--- src/rtl/window_ones_detector.sv ---
// Sliding-window ones detector over a serial bit stream. It counts the ones in the
// last win_len accepted samples (mode 0) or measures the length of the current alternating run (mode 1).
module window_ones_detector #(
    parameter int MAX_WIN    = 8,
    parameter int DEF_WIN    = 3,
    parameter int DEF_THRESH = 2,
    localparam int CNT_W     = $clog2(MAX_WIN + 1)
) (
    input  logic             clk,
    input  logic             reset,
    input  logic             en_i,
    input  logic             x_i,
    input  logic             cfg_load_i,
    input  logic [CNT_W-1:0] win_len_i,
    input  logic [CNT_W-1:0] thresh_i,
    input  logic             mode_i,
    output logic             y_o,
    output logic [CNT_W-1:0] count_o,
    output logic             full_o
);

    localparam logic [CNT_W-1:0] C_ZERO = CNT_W'(0);
    localparam logic [CNT_W-1:0] C_ONE  = CNT_W'(1);
    localparam logic [CNT_W-1:0] C_MAX  = CNT_W'(MAX_WIN);

    typedef enum logic [1:0] {
        ST_IDLE = 2'd0,
        ST_FILL = 2'd1,
        ST_RUN  = 2'd2
    } state_t;

    state_t               r_state;
    logic [MAX_WIN-1:0]   r_hist;
    logic [CNT_W-1:0]     r_count;
    logic [CNT_W-1:0]     r_alt_len;
    logic [CNT_W-1:0]     r_fill;
    logic [CNT_W-1:0]     r_win_len;
    logic [CNT_W-1:0]     r_thresh;
    logic                 r_mode;
    logic                 r_y;
    logic                 r_full;

    logic [CNT_W-1:0]     w_win_clamp;
    logic [CNT_W-1:0]     w_thresh_clamp;
    logic                 w_old_bit;
    logic [CNT_W-1:0]     w_fill_nxt;
    logic [CNT_W-1:0]     w_count_nxt;
    logic [CNT_W-1:0]     w_alt_nxt;
    state_t               w_state_nxt;
    logic                 w_y_nxt;

    // Clamp a requested configuration into the legal window/threshold range.
    always_comb begin
        w_win_clamp    = win_len_i;
        w_thresh_clamp = thresh_i;
        if (win_len_i == C_ZERO) begin
            w_win_clamp = C_ONE;
        end else if (win_len_i > C_MAX) begin
            w_win_clamp = C_MAX;
        end else begin
            w_win_clamp = win_len_i;
        end
        if (thresh_i == C_ZERO) begin
            w_thresh_clamp = C_ONE;
        end else if (thresh_i > w_win_clamp) begin
            w_thresh_clamp = w_win_clamp;
        end else begin
            w_thresh_clamp = thresh_i;
        end
    end

    // Next-state values for one accepted sample. The bit leaving the window is only subtracted once the window is full.
    always_comb begin
        w_old_bit   = r_hist[r_win_len - C_ONE];
        w_fill_nxt  = r_fill;
        w_count_nxt = r_count;
        w_state_nxt = r_state;
        case (r_state)
            ST_IDLE, ST_FILL: begin
                w_fill_nxt  = r_fill + C_ONE;
                w_count_nxt = r_count + CNT_W'(x_i);
                w_state_nxt = (w_fill_nxt >= r_win_len) ? ST_RUN : ST_FILL;
            end
            ST_RUN: begin
                w_fill_nxt  = r_fill;
                w_count_nxt = r_count + CNT_W'(x_i) - CNT_W'(w_old_bit);
                w_state_nxt = ST_RUN;
            end
            default: begin
                w_fill_nxt  = C_ZERO;
                w_count_nxt = C_ZERO;
                w_state_nxt = ST_IDLE;
            end
        endcase

        if (r_state == ST_IDLE) begin
            w_alt_nxt = C_ONE;
        end else if (x_i != r_hist[0]) begin
            w_alt_nxt = (r_alt_len == C_MAX) ? C_MAX : r_alt_len + C_ONE;
        end else begin
            w_alt_nxt = C_ONE;
        end

        if (r_mode) begin
            w_y_nxt = (w_alt_nxt >= r_win_len);
        end else begin
            w_y_nxt = (w_count_nxt >= r_thresh);
        end
    end

    // State and output registers: reset beats config load, and config load beats a sample.
    always_ff @(posedge clk) begin
        if (reset) begin
            r_state   <= ST_IDLE;
            r_hist    <= {MAX_WIN{1'b0}};
            r_count   <= C_ZERO;
            r_alt_len <= C_ZERO;
            r_fill    <= C_ZERO;
            r_win_len <= CNT_W'(DEF_WIN);
            r_thresh  <= CNT_W'(DEF_THRESH);
            r_mode    <= 1'b0;
            r_y       <= 1'b0;
            r_full    <= 1'b0;
        end else if (cfg_load_i) begin
            r_state   <= ST_IDLE;
            r_hist    <= {MAX_WIN{1'b0}};
            r_count   <= C_ZERO;
            r_alt_len <= C_ZERO;
            r_fill    <= C_ZERO;
            r_win_len <= w_win_clamp;
            r_thresh  <= w_thresh_clamp;
            r_mode    <= mode_i;
            r_y       <= 1'b0;
            r_full    <= 1'b0;
        end else if (en_i) begin
            r_state   <= w_state_nxt;
            r_hist    <= {r_hist[MAX_WIN-2:0], x_i};
            r_count   <= w_count_nxt;
            r_alt_len <= w_alt_nxt;
            r_fill    <= w_fill_nxt;
            r_y       <= w_y_nxt;
            r_full    <= (w_state_nxt == ST_RUN);
        end else begin
            r_state   <= r_state;
            r_hist    <= r_hist;
            r_count   <= r_count;
            r_alt_len <= r_alt_len;
            r_fill    <= r_fill;
            r_y       <= r_y;
            r_full    <= r_full;
        end
    end

    assign y_o     = r_y;
    assign count_o = r_count;
    assign full_o  = r_full;

endmodule

--- config.mk ---
export PLATFORM = sky130hd
export DESIGN_NAME = window_ones_detector
export DESIGN_NICKNAME = d
export VERILOG_FILES = /design/src/rtl/window_ones_detector.sv
export SDC_FILE = /design/constraint.sdc
export NUM_CORES = 1
export LEC_CHECK = 0
export CAP_MARGIN = 0
export CORE_MARGIN = 1
export CORE_UTILIZATION = 40
export CTS_BUF_LIST = sky130_fd_sc_hd__clkbuf_2 sky130_fd_sc_hd__clkbuf_4 sky130_fd_sc_hd__clkbuf_8
export CTS_CLUSTER_SIZE = 10
export DETAILED_ROUTE_END_ITERATION = 16
export GPL_TIMING_DRIVEN = 1
export PLACE_DENSITY_LB_ADDON = 0.12
export SLEW_MARGIN = 40
export SYNTH_ARGS = -nofsm -noshare
export SYNTH_HDL_FRONTEND = slang
export SYNTH_SLANG_ARGS = --single-unit
--- constraint.sdc ---
create_clock -name clk -period 2.65 [get_ports clk]
set_clock_uncertainty 0.15 [all_clocks]
set_input_delay 0.53 -clock clk [delete_from_list [all_inputs] [get_ports clk]]
set_output_delay 0.53 -clock clk [all_outputs]
set_load 0.02 [all_outputs]
==> results.toml <==
[detailed_routing]
route.final.wire_length_mm = 4.11
drt-initial-drc-count = 45
wl_per_cell_um = 12.3
antenna_violating_nets_post_route = 0
detail_route.drc_violations = 0
detail_route.vias_per_cell = 5.01
vias = 1677
number_of_iterations_in_the_first_detailed_routing_pass = 4

[critical_path]
worstPathCellList = "inv_4, ha_4, mux4_2, mux2_4, ha_4, and3_4, or3b_4, nand2_4, ha_4, a211oi_2, o21ai_1, nand3_1, a21oi_1"
rr_startpoint = "r_win_len[0]"
crit_family = "adder cells"
cpMostUsedCell = "sky130_fd_sc_hd__ha_4"
crit_path_end_kind = "flip-flop"
r2r-end = "y_o"
critical_path_required_ps = 2670
critical_path_buf_inv_count = 1
worst_r2r_path_depth = 13
critical_path.slowest_cell = "sky130_fd_sc_hd__dfxtp_4"
worstSetupPathType = "reg -> reg"
crit_path_max_incr_delay_ps = 390
cp_launch_type = "flip-flop"
cp_max_fo = 4
cp.arrival_ps = 2780
r2r_slack_ps = -110

[clock_tree]
maximum_number_of_buffers_from_clock_root_to_sink = 2
cts_tree = "built"
cts_sinks = 32
cts-htree-levels = 2
clock_tree.root_cell = "sky130_fd_sc_hd__clkbuf_8"
clock_insertion_delay_worst_skew_ps = 280
cts_buffers = 5
clk_transition_reported_paths_ps = 70
postCtsHoldBufs = 0

[layout]
insertedDiodeCount = 0
design_area_mm2 = 0.00262
fin_nets = 305
final_cell_count_no_fill = 335
area_delta_synth_final_pct = 33.5
drive_above_1_share_pct = 24.3
multiInputGateArea_mm2 = 0.00133
register_area_um2 = 644
final_core_utilization_pct = 55.4
num-fill-cells = 441

[global_route]
grt_remaining_overflow = 0
grt_busiest_layer = "met2"
met1_usage_pct = 23.9
global_route.usage.met3_pct = 2.92
grt_start_max_net_pins = 20
met2_usage_pct = 28.7
grt_pass1_vias = 1614
overall_global_routing_usage_pct = 18.1
number_of_antenna_violations_at_the_first_check_in_global_routing = 0
wire_length_of_the_first_global_routing_pass_mm = 7.32

[run_status]
violated_checks = "negative setup slack"
run_status = "complete, but fails checks"

[floorplan]
core-area_mm2 = 0.00472
chipWidth_um = 72.0
num_io_pins = 20
die_h_um = 72.0
floorplan.initialDensity_pct = 41.5
rows = 25
die_area_mm2 = 0.00519

[logic_synthesis]
syn_inst = 223
seq_area_frac_synth_pct = 32.7
synth.cells.most_frequent = "sky130_fd_sc_hd__dfxtp_1 (32), sky130_fd_sc_hd__nor2_1 (32), sky130_fd_sc_hd__ha_1 (24), sky130_fd_sc_hd__inv_1 (18), sky130_fd_sc_hd__mux2i_1 (16)"
synth_top_area_share_pct = 32.7
synthesis.nets = 261
yosys.cell_types.count = 44
yosys_most_used_dff = "sky130_fd_sc_hd__dfxtp_1"
synthesis.area_mm2 = 0.00196
number_of_synthesized_register_bits = 32
proportion_of_register_bits_with_asynchronous_set_or_reset_after_synthesis_pct = 0
synth.avg_cell_area_um2 = 8.79
yosys_warnings = 0
synth.top_cells.by_area = "sky130_fd_sc_hd__dfxtp_1 (33%), sky130_fd_sc_hd__ha_1 (15%), sky130_fd_sc_hd__mux2i_1 (8.2%), sky130_fd_sc_hd__nor2_1 (6.1%), sky130_fd_sc_hd__inv_1 (3.4%)"
synth-edff-count = 0
yosysTopAreaCell = "sky130_fd_sc_hd__dfxtp_1"

[pwr]
power.density_cell_area_mw_per_mm2 = 435
standby_leakage_power_nw = 1.13
vdd_ir_drop_max_mv = 0.246

[placement]
placement.cell_area_mm2 = 0.00238
hpwlAfterDp_mm = 3.03
portBuffers = 19
total_placed_cells_including_tap_cells = 323
routabilityCongestion = 0.756

[min_path]
hold_depth = 2
hp-start = "y_o"
whs_endpoint = "y_o"
min_path_type = "reg -> reg"

[sta]
timing.slew.headroom_pct = 71.1
post-route-worst-setup-slack_ps = -112
rsz0062_at_grt = "true"
hold_viol = 0
slew_violations = 0
finalSetupViolCount = 1
worst_slew_pin_slew_ps = 428
finalWorstPathRequiredPeriod_ps = 2760
post-route-period-util_pct = 104
fmaxAchievable_mhz = 362

[flow_run]
count_of_maximum_capacitance_violations = 0
## timing repair
item	CTS	global route
cloned	0	0
endpoints found under the hold margin	0	0
setup endpoints to repair	1	1
buffers inserted	3	1
resized for setup	15	12
pin swaps	8	8
## worst max-delay path by stage
stage / end / startpoint / cells past startpoint / slack [ps]
detailed placement: y_o / x_i / 12 / -520
global route: y_o / r_win_len[0] / 13 / -220
finish: y_o / r_win_len[0] / 13 / -110
CTS: y_o / r_win_len[0] / 14 / -120
floorplan: y_o / r_win_len[0] / 13 / -30
global placement: y_o / x_i / 12 / -470
## cell usage in the layout, fill, tap and decap left out, types with 2 or more instances in the layout
master                            netlist  routed
sky130_fd_sc_hd__o22ai_1                4       3
sky130_fd_sc_hd__inv_2                  0       3
sky130_fd_sc_hd__o21ai_2                0       2
sky130_fd_sc_hd__a211oi_1               4       3
sky130_fd_sc_hd__nor2b_1                3       3
sky130_fd_sc_hd__a21oi_1               12      12
sky130_fd_sc_hd__clkbuf_4               0       2
sky130_fd_sc_hd__xnor2_1                4       3
sky130_fd_sc_hd__o21bai_1               2       2
sky130_fd_sc_hd__nor2_1                32      32
sky130_fd_sc_hd__xnor2_2                1       2
sky130_fd_sc_hd__o21ai_0                6       2
sky130_fd_sc_hd__o21ai_1                3       5
sky130_fd_sc_hd__clkdlybuf4s50_1        0      18
sky130_fd_sc_hd__and2_1                 2       2
sky130_fd_sc_hd__nand2b_1              10      10
sky130_fd_sc_hd__a22oi_1                3       3
sky130_fd_sc_hd__ha_2                   0       2
sky130_fd_sc_hd__dfxtp_1               32      31
sky130_fd_sc_hd__nand2_1               10       7
sky130_fd_sc_hd__ha_4                   0       5
sky130_fd_sc_hd__mux2i_1               16      16
sky130_fd_sc_hd__buf_4                  1      27
sky130_fd_sc_hd__nand2_2                0       2
sky130_fd_sc_hd__ha_1                  24      17
sky130_fd_sc_hd__inv_1                 18      14
sky130_fd_sc_hd__nand3_1                5       5
sky130_fd_sc_hd__mux4_2                 2       2
sky130_fd_sc_hd__clkbuf_8               0       6
## sequential cells by signal (all words and copies together), names as in the netlist
signal and count:
r_hist 8, count_o 4, r_alt_len 4, r_fill 4, r_thresh 4, r_win_len 4
r_state 2, r_mode 1, y_o 1
## final cells by class
type	instances	area share (%)
sequential	32	24.6
multi-input combinational	164	50.7
tap	67	3.20
timing repair buffer	46	15.1
clock buffer	8	3.73
inverter	18	2.68
## worst reg2reg max path, delay by kind of cell, from the launching register on
kind            cells  cell delay [ps]
buf+inv             1               40
flops               1              390
fa+ha+maj           3              640
mux                 2              580
simple gates        4              550
compound gates      3              300
## power by group
part,total [mW],leakage (nW),switching [mW],internal (mW)
registers,0.513,0.261,0.0161,0.497
clock network,0.406,0.0523,0.174,0.232
logic,0.219,0.815,0.101,0.118
## logic make-up (layout without fill, tap and decap cells)
logic type	Yosys count	in the layout	share of synthesized area, %
AOI/OAI and AO/OA	42	42	13.8
and+or+nand+nor	72	72	17.9
adders and majority gates	24	24	15.3
muxes	20	20	11.6
buffers and inverters	27	72	5.68
DFF	32	32	32.7
xor gates and xnor gates	6	6	3.06
## layer usage
metal / vias to the layer above / part of all wire [%]
li1: 868 / -
met1: 780 / 51
met2: 24 / 45
met3: 5 / 2.4
met4: 0 / 1.4
met5: - / 0
## metrics by stage
step	setup slack, ps	hold slack [ps]	TNS [ps]	power (mW)
after CTS	-115	354	-115	1.15
after floorplan	-30.7	300	-30.7	0.642
final	-112	348	-112	1.14
after global routing	-216	371	-216	1.20
after global placement	-467	329	-467	0.725
after detailed placement	-523	339	-523	0.726
No activity file was read; power rests on OpenSTA's default activity.
